**config.mk**
```make
export PLATFORM = sky130hd
export DESIGN_NAME = acq_sequencer
export DESIGN_NICKNAME = d
export VERILOG_FILES = /design/src/rtl/acq_sequencer.sv
export SDC_FILE = /design/constraint.sdc
export NUM_CORES = 1
export LEC_CHECK = 0
export ABC_AREA = 1
export BUFFER_PORTS_ARGS = -buffer_cell sky130_fd_sc_hd__buf_2
export CAP_MARGIN = 20
export CELL_PAD_IN_SITES_DETAIL_PLACEMENT = 0
export CELL_PAD_IN_SITES_GLOBAL_PLACEMENT = 2
export CORE_ASPECT_RATIO = 0.9
export CORE_MARGIN = 2
export CORE_UTILIZATION = 27
export CTS_BUF_LIST = sky130_fd_sc_hd__clkbuf_4 sky130_fd_sc_hd__clkbuf_8 sky130_fd_sc_hd__clkbuf_16
export CTS_CLUSTER_SIZE = 25
export DETAILED_ROUTE_END_ITERATION = 8
export GPL_TIMING_DRIVEN = 0
export PLACE_DENSITY_LB_ADDON = 0.1
export SYNTH_ARGS = -nofsm -noshare
export SYNTH_HDL_FRONTEND = slang
export SYNTH_SLANG_ARGS = --single-unit
```
**constraint.sdc**
```tcl
create_clock -name clk -period 1.67 [get_ports clk]
set_input_delay 0.0835 -clock clk [delete_from_list [all_inputs] [get_ports clk]]
set_output_delay 0.0835 -clock clk [all_outputs]
set_load 0.05 [all_outputs]
```
**src/rtl/acq_sequencer.sv**
```systemverilog
// Acquisition sequencer: arbitrates a capture RAM between the acquisition
// block and the readout block. In oscilloscope mode it captures at once. In
// logic-analyser mode it waits for an ADC threshold crossing, or a timeout,
// before capturing.
//
// Ports
//   clk        sole clock, rising edge
//   rst        synchronous active-low reset
//   start      host request, only honoured in IDLE
//   abort      host cancel, honoured in every state
//   mode       0 = immediate capture, 1 = triggered capture
//   trig_edge  1 = rising crossing, 0 = falling crossing
//   threshold  unsigned trigger level
//   adc_data   unsigned ADC sample, one per clk
//   done_acq   RAM full (level)
//   done_rd    RAM drained (level)
//   grant_acq  acquisition block owns the RAM write port
//   grant_rd   readout block owns the RAM read port
//   busy       sequencer not idle
//   trig_to    sticky: last capture was started by timeout
//   seq_done   one-cycle pulse when a full sequence completes
module acq_sequencer #(
  parameter int unsigned TIMEOUT = 65535
) (
  input  logic       clk,
  input  logic       rst,
  input  logic       start,
  input  logic       abort,
  input  logic       mode,
  input  logic       trig_edge,
  input  logic [7:0] threshold,
  input  logic [7:0] adc_data,
  input  logic       done_acq,
  input  logic       done_rd,
  output logic       grant_acq,
  output logic       grant_rd,
  output logic       busy,
  output logic       trig_to,
  output logic       seq_done
);

  localparam int unsigned CNT_W = 16;
  localparam logic [CNT_W-1:0] CNT_LAST = CNT_W'(TIMEOUT - 1);
  localparam logic [CNT_W-1:0] CNT_MAX  = '1;

  typedef enum logic [1:0] {
    S_IDLE = 2'd0,
    S_ARM  = 2'd1,
    S_ACQ  = 2'd2,
    S_READ = 2'd3
  } state_e;

  state_e           state_q;
  logic [CNT_W-1:0] cnt_q;
  logic             above_q;
  logic             above_qq;
  // above_q / above_qq hold samples taken while in ARM
  logic             above_vld_q;
  logic             above_vld_qq;

  logic above_c;
  logic trig_evt_c;
  logic tmo_c;

  // Threshold comparison and edge/timeout detection in ARM
  always_comb begin
    above_c    = (adc_data >= threshold);
    trig_evt_c = 1'b0;
    if ((state_q == S_ARM) && above_vld_q && above_vld_qq) begin
      trig_evt_c = trig_edge ? (above_q && !above_qq) : (!above_q && above_qq);
    end
    tmo_c = (state_q == S_ARM) && (cnt_q == CNT_LAST);
  end

  // Sequencer FSM with registered Moore outputs
  always_ff @(posedge clk) begin
    if (!rst) begin
      state_q      <= S_IDLE;
      cnt_q        <= '0;
      above_q      <= 1'b0;
      above_qq     <= 1'b0;
      above_vld_q  <= 1'b0;
      above_vld_qq <= 1'b0;
      grant_acq    <= 1'b0;
      grant_rd     <= 1'b0;
      busy         <= 1'b0;
      trig_to      <= 1'b0;
      seq_done     <= 1'b0;
    end else begin
      above_q      <= above_c;
      above_qq     <= above_q;
      above_vld_q  <= (state_q == S_ARM);
      above_vld_qq <= above_vld_q && (state_q == S_ARM);
      seq_done     <= 1'b0;

      if (abort) begin
        state_q   <= S_IDLE;
        grant_acq <= 1'b0;
        grant_rd  <= 1'b0;
        busy      <= 1'b0;
      end else begin
        case (state_q)
          S_IDLE: begin
            if (start) begin
              trig_to <= 1'b0;
              busy    <= 1'b1;
              if (mode) begin
                state_q <= S_ARM;
                cnt_q   <= '0;
              end else begin
                state_q   <= S_ACQ;
                grant_acq <= 1'b1;
              end
            end
          end
          S_ARM: begin
            // An edge in the same cycle as the timeout wins, leaving trig_to low
            if (trig_evt_c) begin
              state_q   <= S_ACQ;
              grant_acq <= 1'b1;
            end else if (tmo_c) begin
              state_q   <= S_ACQ;
              grant_acq <= 1'b1;
              trig_to   <= 1'b1;
            end else if (cnt_q != CNT_MAX) begin
              cnt_q <= cnt_q + CNT_W'(1);
            end
          end
          S_ACQ: begin
            if (done_acq) begin
              state_q   <= S_READ;
              grant_acq <= 1'b0;
              grant_rd  <= 1'b1;
            end
          end
          S_READ: begin
            if (done_rd) begin
              state_q  <= S_IDLE;
              grant_rd <= 1'b0;
              busy     <= 1'b0;
              seq_done <= 1'b1;
            end
          end
          default: begin
            state_q   <= S_IDLE;
            grant_acq <= 1'b0;
            grant_rd  <= 1'b0;
            busy      <= 1'b0;
          end
        endcase
      end
    end
  end

endmodule
```
==> reports/results.ini <==
[global_routing]
grt_pass1_wl_mm = 8.14
track_usage_pct = 13.1
grt_pass1_vias = 1714
grt-ovfl-total = 0
grt_max_degree = 16
grt_antenna_before_repair = 0

[final_layout]
finalNetCount = 373
area_delta_synth_final_pct = 27.1
final_cells = 423
drive_gt1_share_pct = 29.4
layout_commonest_cell = nand2_1
seq_area_um2 = 558
most-common-layout-cells = nand2_1 (79), nor2_1 (39), inv_1 (36), buf_2 (28), dfxtp_1 (17)
antenna_cells = 0
multiInputGateArea_um2 = 1260
fillers = 739

[timing]
finClkSkew_ns = 0.0149
worst_slew_pin_slew_ns = 0.749
fmax_ghz = 0.597
period_minus_slack_ns = 1.67
rsz0062_at_grt = yes
maxSlewViolCount = 0
setup_viol = 2
max_slew_margin_pct = 50.1
setup_ws_ns = -0.00395
hold_viol = 0
min_period_over_period_pct = 100

[placement]
io_buffers = 28
dpl.hpwl_mm = 3.61
place_ws_ns = -0.298
placed_cells = 410
gp_congestion = 0.713

[run_status]
outcome = complete, but fails checks
violations = setup timing

[synthesis]
synth_edf_count = 0
synthesis.yosys.warnings = 0
ys_seq_elements = 27
synth.cell_area_um2 = 1900
syn_area_per_cell_um2 = 6.50
synth-async-reset-ratio_pct = 0
synth.distinct_cells = 29
synth_seq_area_share_pct = 28.5
synth_nets = 331
synthCells = 292
synth-main-ff-cell = dfxtp_1

[floorplan]
ioPinCount = 29
die_area_um2 = 7720
die_h_um = 83.5
fp.dieW_um = 92.4
rows = 28
initial_core_util_pct = 28.4
core_um2 = 6690

[detailed_routing]
dr.pass1.iters = 4
viasPerCell = 4.31
wl_mm = 4.87
vias = 1825
drt_iter0_drc = 60
ant_nets = 0
wire_per_inst_um = 11.5
drc = 0

[clocking]
clock_sinks = 27
cts_tree = done
clk_pin_slew_worst_paths_ns = 0.11
cts_buffers = 3
clk_latency_ns = 0.28
clk_path_buf_depth = 2
htree_levels = 1
cts_root_buffer = clkbuf_8

[setup_path]
worst-setup-path-type = reg2reg
arrival_ns = 1.81
crit_fanout = 5
required_ns = 1.81
worstSetupStartpointType = register
crit_path_end_kind = register

[pwr]
p_leak_nw = 0.951
peakVddDrop_uv = 279
p_per_area_nw_per_um2 = 562

[job]
drv_cap = 0

[min_path]
hold_path.class = in2reg

==> flip-flops by register name, indices dropped and copies added (netlist names) <==
name	count
trig_to	1
busy	1
seq_done	1
above_vld_qq	1
grant_acq	1
above_qq	1
above_vld_q	1
grant_rd	1
above_q	1
cnt_q	16
state_q	2
==> repair_timing <==
action,CTS,global route
buffers inserted,3,5
gates cloned,0,1
hold buffers,0,0
setup endpoints to repair,16,16
gates resized for setup,18,31
pin swaps,3,7
==> through the flow <==
| stage | cell area (µm²) | power, mW | hold WS, ns | setup TNS (ns) | utilization [%] |
|---|---|---|---|---|---|
| 6_report | 2410 | 1.36 | 0.0577 | -0.00459 | 36.1 |
| 4_1_cts | 2270 | 1.35 | 0.0489 | 0 | 33.9 |
| 2_1_floorplan | 1900 | 0.839 | 0.181 | 0 | - |
| 5_1_grt | 2410 | 1.44 | 0.0564 | -1.24 | 36.1 |
| 3_3_place_gp | 2150 | 0.926 | 0.359 | -4.33 | 32.1 |
| 3_5_place_dp | 2150 | 0.921 | 0.363 | -3.74 | 32.1 |
==> cells in the mapped netlist, types with 4 or more instances <==
cell / number / area share, %
a21oi_2: 8 / 3.7
a21oi_1: 14 / 3.7
nand3_1: 12 / 3.2
xor2_1: 4 / 1.8
nand2_2: 5 / 1.6
nand2_1: 87 / 17
nor2_1: 42 / 8.3
nand4_1: 5 / 1.6
o21ai_1: 4 / 1.1
ha_1: 15 / 9.9
inv_1: 41 / 8.1
dfxtp_1: 27 / 28
==> cell families after synthesis <==
kind of cell	synth area share, %
adder cells (fa/ha/maj)	9.89
buffers and inverters	10.1
AND/OR/NAND/NOR	37.0
AO/OA/AOI/OAI	11.7
XOR/XNOR	2.77
flip-flops	28.5
==> worst max-delay path, cell delays in order (launching register included) <==
cell       delay [ns]
dfxtp_4          0.40
inv_4            0.05
ha_4             0.18
inv_4            0.06
nor2_4           0.04
nor3_2           0.20
nand2_2          0.12
inv_2            0.08
nand3_4          0.11
clkbuf_16        0.20
nand2_2          0.06
a21oi_2          0.05
==> per-layer routing <==
layer	global-route usage, %	wire length (µm)
met3	2.35	139
met1	18.3	2470
met5	0	0
met4	2.04	29
met2	21.4	2230
==> power breakdown <==
group,leakage [nW],switching (mW),internal [mW]
Sequential,0.224,0.00978,0.654
Clock,0.0255,0.227,0.168
Combinational,0.701,0.174,0.124
==> final cells by class <==
type	instances	area share (%)
Buffer	4	1.45
Clock buffer	3	1.71
Multi-Input combinational cell	219	52.3
Clock inverter	1	0.207
Timing Repair Buffer	37	9.49
Tap cell	90	4.67
Sequential cell	27	23.1
Inverter	42	7.05
==> worst paths after layout <==
check        cells past startpoint  slack, ns                    start                     to
max                             11     -0.004  state_q[0]$_SDFFE_PP0P_  cnt_q[3]$_SDFFE_PN0P_
min                              3       0.06                  done_rd    seq_done$_SDFF_PP0_
max reg2reg                     11     -0.004  state_q[0]$_SDFFE_PP0P_  cnt_q[3]$_SDFFE_PN0P_
min reg2reg                      2       0.43       above_q$_SDFF_PN0_    above_qq$_SDFF_PN0_
Note: power is estimated with default switching activity, not from simulation.
